[config.mk]
export PLATFORM = sky130hd
export DESIGN_NAME = timer_edit_ctrl_flat
export DESIGN_NICKNAME = d
export VERILOG_FILES = /design/src/rtl/timer_edit_ctrl_pkg.sv /design/src/rtl/timer_edit_ctrl_if.sv /design/src/rtl/timer_edit_ctrl_key_repeat.sv /design/src/rtl/timer_edit_ctrl.sv /design/src/flat_wrapper.sv
export SDC_FILE = /design/constraint.sdc
export NUM_CORES = 1
export LEC_CHECK = 0
export BUFFER_PORTS_ARGS = -buffer_cell sky130_fd_sc_hd__buf_2
export CAP_MARGIN = 20
export CORE_MARGIN = 8
export CORE_UTILIZATION = 30
export CTS_CLUSTER_SIZE = 28
export DETAILED_ROUTE_END_ITERATION = 8
export PLACE_DENSITY = 0.46
export SYNTH_ARGS = -nofsm -noshare
export SYNTH_HDL_FRONTEND = slang
export SYNTH_SLANG_ARGS = --single-unit
[constraint.sdc]
create_clock -name clk -period 4.9 [get_ports clk]
set_clock_uncertainty 0.1 [all_clocks]
set_input_delay 0.49 -clock clk [delete_from_list [all_inputs] [get_ports clk]]
set_output_delay 0.49 -clock clk [all_outputs]
set_load 0.02 [all_outputs]
[src/rtl/timer_edit_ctrl_pkg.sv]
// Shared encodings for the timer edit sequencer: FSM states and the field-select
// codes understood by the timer hours/minutes/seconds counters.
package timer_ctrl_pkg;

    typedef enum logic [1:0] {
        ST_IDLE    = 2'd0,
        ST_EDIT_HH = 2'd1,
        ST_EDIT_MM = 2'd2,
        ST_EDIT_SS = 2'd3
    } state_e;

    localparam logic [3:0] FIELD_NONE = 4'd0;
    localparam logic [3:0] FIELD_T_HH = 4'd6;
    localparam logic [3:0] FIELD_T_MM = 4'd7;
    localparam logic [3:0] FIELD_T_SS = 4'd8;

    function automatic logic [3:0] field_of(input state_e st);
        case (st)
            ST_EDIT_HH: field_of = FIELD_T_HH;
            ST_EDIT_MM: field_of = FIELD_T_MM;
            ST_EDIT_SS: field_of = FIELD_T_SS;
            default:    field_of = FIELD_NONE;
        endcase
    endfunction

endpackage

[src/rtl/timer_edit_ctrl_if.sv]
// Button levels in, field select and step strobes out. The button/panel side
// uses the master modport, the edit controller uses the slave modport.
interface timer_edit_ctrl_if;

    logic       btn_edit;
    logic       btn_right;
    logic       btn_left;
    logic       btn_up;
    logic       btn_down;
    logic [3:0] contadoresH;
    logic       Arriba;
    logic       Abajo;
    logic       editing;

    modport master (
        output btn_edit, btn_right, btn_left, btn_up, btn_down,
        input  contadoresH, Arriba, Abajo, editing
    );

    modport slave (
        input  btn_edit, btn_right, btn_left, btn_up, btn_down,
        output contadoresH, Arriba, Abajo, editing
    );

endinterface

[src/rtl/timer_edit_ctrl_key_repeat.sv]
// One step button: 2-FF synchronizer, rise detector and hold-to-auto-repeat
// engine producing registered one-cycle pulses.
module key_repeat #(
    parameter int HOLD_DELAY    = 50_000_000,
    parameter int REPEAT_PERIOD = 26_000_000,
    parameter int CNT_W         = 30
) (
    input  logic clk,
    input  logic reset,
    input  logic btn,
    input  logic enable,
    input  logic clear,
    output logic pulse,
    output logic level,
    output logic rise
);

    localparam logic [CNT_W-1:0] HOLD_LAST = CNT_W'(HOLD_DELAY - 1);
    localparam logic [CNT_W-1:0] REP_LAST  = CNT_W'(REPEAT_PERIOD - 1);
    localparam logic [CNT_W-1:0] CNT_MAX   = '1;

    logic             sync1_q, sync1_d, sync2_q, sync2_d, prev_q, prev_d;
    logic [1:0]       vld_q, vld_d;
    logic             armed_q, armed_d;
    logic             active_q, active_d, rpt_q, rpt_d, pulse_q, pulse_d;
    logic [CNT_W-1:0] cnt_q, cnt_d;

    // A level already high when reset releases is never seen low, so it stays unarmed.
    assign rise  = sync2_q & ~prev_q & armed_q;
    assign level = sync2_q;
    assign pulse = pulse_q;

    always_comb begin
        sync1_d  = btn;
        sync2_d  = sync1_q;
        prev_d   = sync2_q;
        vld_d    = {vld_q[0], 1'b1};
        armed_d  = armed_q | (vld_q[1] & ~sync2_q);
        active_d = active_q;
        rpt_d    = rpt_q;
        cnt_d    = cnt_q;
        pulse_d  = 1'b0;
        if (clear || !enable || !sync2_q) begin
            active_d = 1'b0;
            rpt_d    = 1'b0;
            cnt_d    = '0;
        end else if (rise) begin
            active_d = 1'b1;
            rpt_d    = 1'b0;
            cnt_d    = '0;
            pulse_d  = 1'b1;
        end else if (active_q) begin
            if (cnt_q == (rpt_q ? REP_LAST : HOLD_LAST)) begin
                pulse_d = 1'b1;
                rpt_d   = 1'b1;
                cnt_d   = '0;
            end else if (cnt_q != CNT_MAX) begin
                cnt_d = cnt_q + 1'b1;
            end
        end
    end

    always_ff @(posedge clk or negedge reset) begin
        if (!reset) begin
            sync1_q  <= 1'b0;
            sync2_q  <= 1'b0;
            prev_q   <= 1'b0;
            vld_q    <= 2'b00;
            armed_q  <= 1'b0;
            active_q <= 1'b0;
            rpt_q    <= 1'b0;
            cnt_q    <= '0;
            pulse_q  <= 1'b0;
        end else begin
            sync1_q  <= sync1_d;
            sync2_q  <= sync2_d;
            prev_q   <= prev_d;
            vld_q    <= vld_d;
            armed_q  <= armed_d;
            active_q <= active_d;
            rpt_q    <= rpt_d;
            cnt_q    <= cnt_d;
            pulse_q  <= pulse_d;
        end
    end

endmodule

[src/rtl/timer_edit_ctrl.sv]
// Edit-mode sequencer: selects which timer field is being set and issues
// Arriba/Abajo step strobes with auto-repeat; abandons edit after inactivity.
module timer_edit_ctrl
    import timer_ctrl_pkg::*;
#(
    parameter int HOLD_DELAY    = 50_000_000,
    parameter int REPEAT_PERIOD = 26_000_000,
    parameter int TIMEOUT       = 1_000_000_000,
    parameter int CNT_W         = 30
) (
    input  logic              clk,
    input  logic              reset,
    timer_edit_ctrl_if.slave  bus
);

    localparam logic [CNT_W-1:0] TO_LAST = CNT_W'(TIMEOUT - 1);
    localparam logic [CNT_W-1:0] CNT_MAX = '1;

    // Navigation buttons, bit 0 = edit, bit 1 = right, bit 2 = left.
    logic [2:0]       nav_s1_q, nav_s1_d, nav_s2_q, nav_s2_d, nav_prev_q, nav_prev_d;
    logic [2:0]       nav_armed_q, nav_armed_d, nav_rise;
    logic [1:0]       nav_vld_q, nav_vld_d;
    state_e           state_q, state_d;
    logic [3:0]       field_q, field_d;
    logic             editing_q, editing_d;
    logic [CNT_W-1:0] to_cnt_q, to_cnt_d;

    logic [1:0]       step_btn, step_pulse, step_level, step_rise;
    logic             step_enable, step_clear;

    assign step_btn    = {bus.btn_down, bus.btn_up};
    assign nav_rise    = nav_s2_q & ~nav_prev_q & nav_armed_q;
    assign step_enable = (state_q != ST_IDLE);
    // Both held, or any field change/exit, drops both engines so a fresh rise is required.
    assign step_clear  = (&step_level) | (state_d != state_q);

    genvar gi;
    generate
        for (gi = 0; gi < 2; gi++) begin : g_step
            key_repeat #(
                .HOLD_DELAY    (HOLD_DELAY),
                .REPEAT_PERIOD (REPEAT_PERIOD),
                .CNT_W         (CNT_W)
            ) u_key (
                .clk    (clk),
                .reset  (reset),
                .btn    (step_btn[gi]),
                .enable (step_enable),
                .clear  (step_clear),
                .pulse  (step_pulse[gi]),
                .level  (step_level[gi]),
                .rise   (step_rise[gi])
            );
        end
    endgenerate

    always_comb begin
        nav_s1_d    = {bus.btn_left, bus.btn_right, bus.btn_edit};
        nav_s2_d    = nav_s1_q;
        nav_prev_d  = nav_s2_q;
        nav_vld_d   = {nav_vld_q[0], 1'b1};
        nav_armed_d = nav_armed_q | ({3{nav_vld_q[1]}} & ~nav_s2_q);

        state_d = state_q;
        if (state_q == ST_IDLE) begin
            if (nav_rise[0]) state_d = ST_EDIT_HH;
        end else if (nav_rise[0]) begin
            state_d = ST_IDLE;
        end else if (nav_rise[1]) begin
            case (state_q)
                ST_EDIT_HH: state_d = ST_EDIT_MM;
                ST_EDIT_MM: state_d = ST_EDIT_SS;
                default:    state_d = ST_EDIT_HH;
            endcase
        end else if (nav_rise[2]) begin
            case (state_q)
                ST_EDIT_HH: state_d = ST_EDIT_SS;
                ST_EDIT_MM: state_d = ST_EDIT_HH;
                default:    state_d = ST_EDIT_MM;
            endcase
        end else if (to_cnt_q == TO_LAST) begin
            state_d = ST_IDLE;
        end

        field_d   = field_of(state_d);
        editing_d = (state_d != ST_IDLE);

        // A held step button counts as continuous activity.
        if (state_q == ST_IDLE || (|nav_rise) || (|step_rise) || (|step_level))
            to_cnt_d = '0;
        else if (to_cnt_q != CNT_MAX)
            to_cnt_d = to_cnt_q + 1'b1;
        else
            to_cnt_d = to_cnt_q;
    end

    always_ff @(posedge clk or negedge reset) begin
        if (!reset) begin
            nav_s1_q    <= '0;
            nav_s2_q    <= '0;
            nav_prev_q  <= '0;
            nav_armed_q <= '0;
            nav_vld_q   <= '0;
            state_q     <= ST_IDLE;
            field_q     <= FIELD_NONE;
            editing_q   <= 1'b0;
            to_cnt_q    <= '0;
        end else begin
            nav_s1_q    <= nav_s1_d;
            nav_s2_q    <= nav_s2_d;
            nav_prev_q  <= nav_prev_d;
            nav_armed_q <= nav_armed_d;
            nav_vld_q   <= nav_vld_d;
            state_q     <= state_d;
            field_q     <= field_d;
            editing_q   <= editing_d;
            to_cnt_q    <= to_cnt_d;
        end
    end

    assign bus.contadoresH = field_q;
    assign bus.editing     = editing_q;
    assign bus.Arriba      = step_pulse[0];
    assign bus.Abajo       = step_pulse[1];

endmodule

[src/flat_wrapper.sv]
// flat-port wrapper written by rule: the top's interface ports become plain ports
module timer_edit_ctrl_flat import timer_ctrl_pkg::*;
#(
    parameter int HOLD_DELAY    = 50_000_000,
    parameter int REPEAT_PERIOD = 26_000_000,
    parameter int TIMEOUT       = 1_000_000_000,
    parameter int CNT_W         = 30
)
  (clk, reset, bus_btn_edit, bus_btn_right, bus_btn_left, bus_btn_up, bus_btn_down, bus_contadoresH, bus_Arriba, bus_Abajo, bus_editing);
  timer_edit_ctrl_if bus_i ();
  input  logic clk;
  input  logic reset;
  input wire logic [$bits(bus_i.btn_edit)-1:0] bus_btn_edit;
  input wire logic [$bits(bus_i.btn_right)-1:0] bus_btn_right;
  input wire logic [$bits(bus_i.btn_left)-1:0] bus_btn_left;
  input wire logic [$bits(bus_i.btn_up)-1:0] bus_btn_up;
  input wire logic [$bits(bus_i.btn_down)-1:0] bus_btn_down;
  output wire logic [$bits(bus_i.contadoresH)-1:0] bus_contadoresH;
  output wire logic [$bits(bus_i.Arriba)-1:0] bus_Arriba;
  output wire logic [$bits(bus_i.Abajo)-1:0] bus_Abajo;
  output wire logic [$bits(bus_i.editing)-1:0] bus_editing;
  assign bus_i.btn_edit = bus_btn_edit;
  assign bus_i.btn_right = bus_btn_right;
  assign bus_i.btn_left = bus_btn_left;
  assign bus_i.btn_up = bus_btn_up;
  assign bus_i.btn_down = bus_btn_down;
  assign bus_contadoresH = bus_i.contadoresH;
  assign bus_Arriba = bus_i.Arriba;
  assign bus_Abajo = bus_i.Abajo;
  assign bus_editing = bus_i.editing;
  timer_edit_ctrl #(.HOLD_DELAY(HOLD_DELAY), .REPEAT_PERIOD(REPEAT_PERIOD), .TIMEOUT(TIMEOUT), .CNT_W(CNT_W)) u_core (.clk(clk), .reset(reset), .bus(bus_i));
endmodule
# == Yosys cells after proc, flatten, opt, wreduce, memory -nomap -nowiden ==
# Cells that the tools add are included.
# word_totals
n_memories,0
latchBits,0
ram_bits,0
register_bits,129
mem_bits_ro,0
in_bits,7
# op_classes
add_sub_neg,3
bitwise_logic,19
reduce_logical,29
mul,0
order_cmp,0
eq_ne,12
n_div,0
n_shift,0
mux,43
# ops
operator,n
30-bit 2-to-1 mux,12
30-bit by 1-bit adder with 30-bit output (second input constant),3
30-bit inequality test (second input constant),3
30-bit by 26-bit equality test with 1-bit output,2
26-bit 2-to-1 mux,2
30-bit equality test (second input constant),1
1-bit 2-to-1 mux,20
2-bit 2-to-1 mux,6
4-bit one-hot mux with 3 select lines,1
3-bit nonzero test,4
2-bit AND reduction,5
2-bit nonzero test,5
3-bit bitwise AND,3
2-bit one-hot mux with 2 select lines,2
4-bit nonzero test,2
1-bit bitwise AND,6
2-bit equality test (second input constant),3
1-bit logical OR,6
3-bit inverter,2
2-bit by 1-bit equality test with 1-bit output (second input constant),2
1-bit inverter,4
2-bit OR reduction,2
1-bit logical NOT,3
1-bit bitwise OR,3
other kinds (4),4

# == Longest topological paths before layout ==
# logic_depth
word_depth,13
mapped_depth,10
ltp_nobuf,10

# == By module ==
# From an unflattened synthesis, not the netlist that was laid out.
# hier_totals
hier_cells,766
hier_area_um2,7223.2
# modules_own_cells
module,cells_per_inst,n_inst,area_per_inst_um2
timer_edit_ctrl,262,1,2590.0
key_repeat (u_core.g_step[1].u_key),259,1,2352.3
key_repeat (u_core.g_step[0].u_key),245,1,2280.9

# == Least setup slack after synthesis ==
# No wires, ideal clock.
# synth_timing
path_kind,flip-flop to flip-flop
startpoint,register u_core.state_q[0]
endpoint,register u_core.g_step[1].u_key.cnt_q[17]
arrival_time_ns,2.423
setup_ns,0.078
path_stages_with_launch,11
required_time_ns,4.722
path_buffers,1
setup_slack_ns,2.299
cell_sequence,dfrtp_1 > inv_1 > ha_1 > and4bb_2 > mux2i_1 > or4_1 > o2111ai_1 > nor3_1 > buf_6 > or4_1 > a21oi_1
# synth_via
elab_chain_cells,12
# synth_lines
element,line,text
"start, declared",timer_edit_ctrl.sv:23,"state_e state_q, state_d;"
"start signal, assigned",timer_edit_ctrl.sv:114,state_q <= state_d;
2-bit equality test or 2-bit by 1-bit equality test with 1-bit output (tied branches),"timer_edit_ctrl.sv:70, timer_edit_ctrl.sv:76",
2-bit one-hot mux with 2 select lines,timer_edit_ctrl.sv:76,case (state_q)
2-bit 2-to-1 mux,timer_edit_ctrl.sv:75,end else if (nav_rise[2]) begin
2-bit 2-to-1 mux,timer_edit_ctrl.sv:69,end else if (nav_rise[1]) begin
2-bit 2-to-1 mux,timer_edit_ctrl.sv:67,end else if (nav_rise[0]) begin
2-bit 2-to-1 mux,timer_edit_ctrl.sv:65,if (state_q == ST_IDLE) begin
2-bit inequality test,timer_edit_ctrl.sv:35,assign step_clear = (&step_level) | (state_d != state_q);
1-bit bitwise OR,timer_edit_ctrl.sv:35,
1-bit logical OR * (2 in series),timer_edit_ctrl_key_repeat.sv:43,if (clear || !enable || !sync2_q) begin
4-bit nonzero test (no line) or 3-bit nonzero test (tied branches),n/a,
2-bit AND reduction (no line),n/a,
"end signal, assigned",timer_edit_ctrl_key_repeat.sv:82,cnt_q <= cnt_d;
"end, declared",timer_edit_ctrl_key_repeat.sv:26,"logic [CNT_W-1:0] cnt_q, cnt_d;"
# Mark *: on every way between the ends. The rest lies on a longest branch, timed or not.
# A chain may end at the register's enable or synchronous reset.

# == Worst setup path after layout ==
# layout_timing
startpoint,register u_core.state_q[1]
endpoint,register u_core.g_step[1].u_key.cnt_q[22]
# Same word-level chain as after synthesis.

==> flow_metrics.env <==
export IMPL_core_sq_um=22400
export IMPL_timing_rr_start="u_core.state_q[1]$_DFF_PN0_"
export IMPL_avgSynthCellArea_sq_um=8.96
export IMPL_die_h_um=167
export IMPL_startpoint_type="flop"
export IMPL_nets=780
export IMPL_diodes=0
export IMPL_status="finished clean"
export IMPL_chipWidth_um=167
export IMPL_placed_area_sq_um=7130
export IMPL_cts_root_buf="clkbuf_16"
export IMPL_numCtsBuffers=17
export IMPL_grt_pass1_wl_um=29100
export IMPL_cts_sinks=124
export IMPL_hold_viol_final=0
export IMPL_path_clk_slew_ps=60
export IMPL_drc=0
export IMPL_min_period_ps=3200
export IMPL_slew_headroom_pct=42.4
export IMPL_ys_seq_elements=124
export IMPL_r2r_setup_slack_ps=1700
export IMPL_muxShareOfSynthArea_pct=0.459
export IMPL_rr_worst_depth=10
export IMPL_synth_compound_area_share_pct=16.0
export IMPL_cap_violations=0
export IMPL_wirelength_um=17000
export IMPL_fin_area_sq_um=7750
export IMPL_syn_area_sq_um=6810
export IMPL_synth_nets=776
export IMPL_vdd_ir_drop_max_mv=0.241
export IMPL_fillerInstances=2351
export IMPL_track_usage_pct=12.6
export IMPL_p_leak_nw=2.83
export IMPL_setup_tns_ps=0
export IMPL_yosysWarnings=0
export IMPL_cts_resized=0
export IMPL_grt_overflow=0
export IMPL_slew_viol_final=0
export IMPL_ys_types=71
export IMPL_num_rows=55
export IMPL_insertion_delay_ps=420
export IMPL_synth_top_family_by_area="simple AND/OR/NAND/NOR gates"
export IMPL_synth_most_common_cell="dfrtp_1"
export IMPL_total_power_mw=2.83
export IMPL_synth_flop_cell="dfrtp_1"
export IMPL_dieArea_sq_um=27800
export IMPL_required_ps=5140
export IMPL_ys_seq_area_share_pct=45.6
export IMPL_r2r_end="u_core.g_step[1].u_key.cnt_q[22]$_DFFE_PN0P_"
export IMPL_port_buffers=13
export IMPL_wl_per_cell_um=16.0
export IMPL_first_iter_violations=422
export IMPL_p_per_area_nw_per_um2=365
export IMPL_firstDrtPassIters=5
export IMPL_grt_pass1_vias=5843
export IMPL_antenna_found_initial=0
export IMPL_synth_common_cells="dfrtp_1 (124), nor2_1 (72), a21oi_1 (68)"
export IMPL_synth_top_cell_by_area="dfrtp_1"
export IMPL_globalplace_congestion=0.872
export IMPL_synth_fa_ha_area_share_pct=1.65
export IMPL_antenna_left=0
export IMPL_cp_data_arrival_time_ps=3440
export IMPL_rsz0062_at_grt="false"
export IMPL_crit_type="flop to flop"
export IMPL_synth_simple_area_share_pct=28.7
export IMPL_dp_hpwl_um=11600
export IMPL_post_cts_buffers=0
export IMPL_hold_buffers=0
export IMPL_synth_area_leaders="dfrtp_1 (46%), a21oi_1 (5.0%), nor2_1 (4.0%)"
export IMPL_synth_edf_count=0
export IMPL_vias=5773
export IMPL_fmax_ghz=0.313
export IMPL_crit_fanout=20
export IMPL_grt_start_max_net_pins=59
export IMPL_htreeDepth=4
export IMPL_drive_above_1_share_pct=9.14
export IMPL_worstMarginPinSlew_ps=860
export IMPL_start_util_pct=30.4
export IMPL_fin_util_pct=34.6
export IMPL_synth_top_area_share_pct=45.6
export IMPL_io_pins=14
export IMPL_clk_path_buf_depth=2
export IMPL_setup_violations_final=0
export IMPL_via_per_inst=5.44
export IMPL_postSynthCellCount=760
export IMPL_period_share_pct=65.2
export IMPL_synthXorXnorAreaFrac_pct=3.34
export IMPL_syn2layout_area_growth_pct=13.9
export IMPL_async_reset_ff_share_pct=100
export IMPL_cts_tree="done"
export IMPL_min_path_type="input pin to asynchronous set/reset pin"
export IMPL_end_kind="flop"
-- critical path: stages, from the launching register on --
cell,delay (ps)
dfrtp_1,450
inv_1,120
ha_1,390
nor4bb_1,90
o21ai_0,170
o311a_1,190
o2111ai_1,150
nor2_1,230
nand3_1,630
buf_4,440
a21oi_1,140
-- how the worst max path moves through the flow --
stage | end | depth (start not counted) | startpoint
after floorplan | u_core.g_step[1].u_key.cnt_q[17]$_DFFE_PN0P_ | 10 | u_core.state_q[0]$_DFF_PN0_
after global placement | u_core.g_step[1].u_key.cnt_q[13]$_DFFE_PN0P_ | 9 | u_core.state_q[1]$_DFF_PN0_
after detailed placement | u_core.g_step[1].u_key.cnt_q[24]$_DFFE_PN0P_ | 10 | u_core.state_q[0]$_DFF_PN0_
after CTS | u_core.g_step[1].u_key.cnt_q[24]$_DFFE_PN0P_ | 10 | u_core.state_q[0]$_DFF_PN0_
after global routing | u_core.g_step[1].u_key.cnt_q[26]$_DFFE_PN0P_ | 10 | u_core.state_q[1]$_DFF_PN0_
final | u_core.g_step[1].u_key.cnt_q[22]$_DFFE_PN0P_ | 10 | u_core.state_q[1]$_DFF_PN0_
-- power by group --
part,leakage (nW),internal [mW],switching [mW],total [mW]
clock network,0.304,0.827,0.520,1.35
logic,0.871,0.117,0.275,0.392
registers,1.66,1.06,0.0346,1.10
-- cells in the final DEF, fill, tap and decap left out, types with 4 or more instances in the layout --
cell and instances:
a21o_1 9, a21oi_1 68, a31oi_1 8, a41oi_1 4
and2_1 11, and3_1 12, and4_1 11, buf_2 13
buf_4 6, clkbuf_16 17, dfrtp_1 124, ha_1 9
inv_1 28, inv_6 5, nand2_1 59, nand3_1 34
nand3b_1 5, nand4_1 28, nand4b_1 4, nor2_1 72
nor3_1 32, nor4_1 7, nor4b_1 4, nor4bb_1 4
o211ai_1 10, o21ai_0 47, o311ai_0 5, or2_2 4
or3_1 26, or4_1 13, xnor2_1 13, xor2_1 13
-- registers in the layout, summed over array words and instances (netlist names) --
register	flops
u_core.g_step.u_key.pulse	2
u_core.state_q	2
u_core.nav_prev_d	3
u_core.to_cnt_q	30
u_core.nav_vld_q	2
u_core.bus.contadoresH	3
u_core.g_step.u_key.prev_q	2
u_core.nav_s1_q	3
u_core.g_step.u_key.sync1_q	2
u_core.g_step.u_key.level	2
u_core.nav_armed_q	3
u_core.g_step.u_key.active_q	2
u_core.g_step.u_key.cnt_q	60
u_core.nav_prev_q	3
u_core.bus.editing	1
u_core.g_step.u_key.armed_q	2
u_core.g_step.u_key.rpt_q	2
-- area by class of cell --
type / count / area, sq um / area share, %
clock buffers: 18 / 439 / 5.66
clock inverters: 14 / 184 / 2.37
inverters: 28 / 105 / 1.36
multi-input cells: 571 / 3420 / 44.1
flip-flops and latches: 124 / 3100 / 40.0
well taps: 285 / 357 / 4.60
repair buffers: 22 / 145 / 1.87
-- stage by stage --
stage,hold slack [ps],cells,setup slack [ps]
floorplan,94.4,760,2300
global placement,235,1026,1750
detailed placement,235,1029,1730
CTS,46.1,1061,1690
global route,47.4,1062,1360
finish,26.8,1062,1700
-- cell families (layout without fill, tap and decap cells) --
logic type,Yosys count,in the layout
compound gates,179,179
xor+xnor,26,26
fa+ha+maj,9,9
buf+inv,65,82
flops,124,124
mux,3,3
other cells,1,1
simple gates,353,353
-- per-layer routing --
| metal | track usage [%] | wire (um) |
|---|---|---|
| met3 | 2.91 | 574 |
| met1 | 16.0 | 8110 |
| met2 | 20.6 | 7990 |
| met4 | 5.09 | 318 |
| met5 | 0 | 0 |
(Power assumes the default switching activity.)
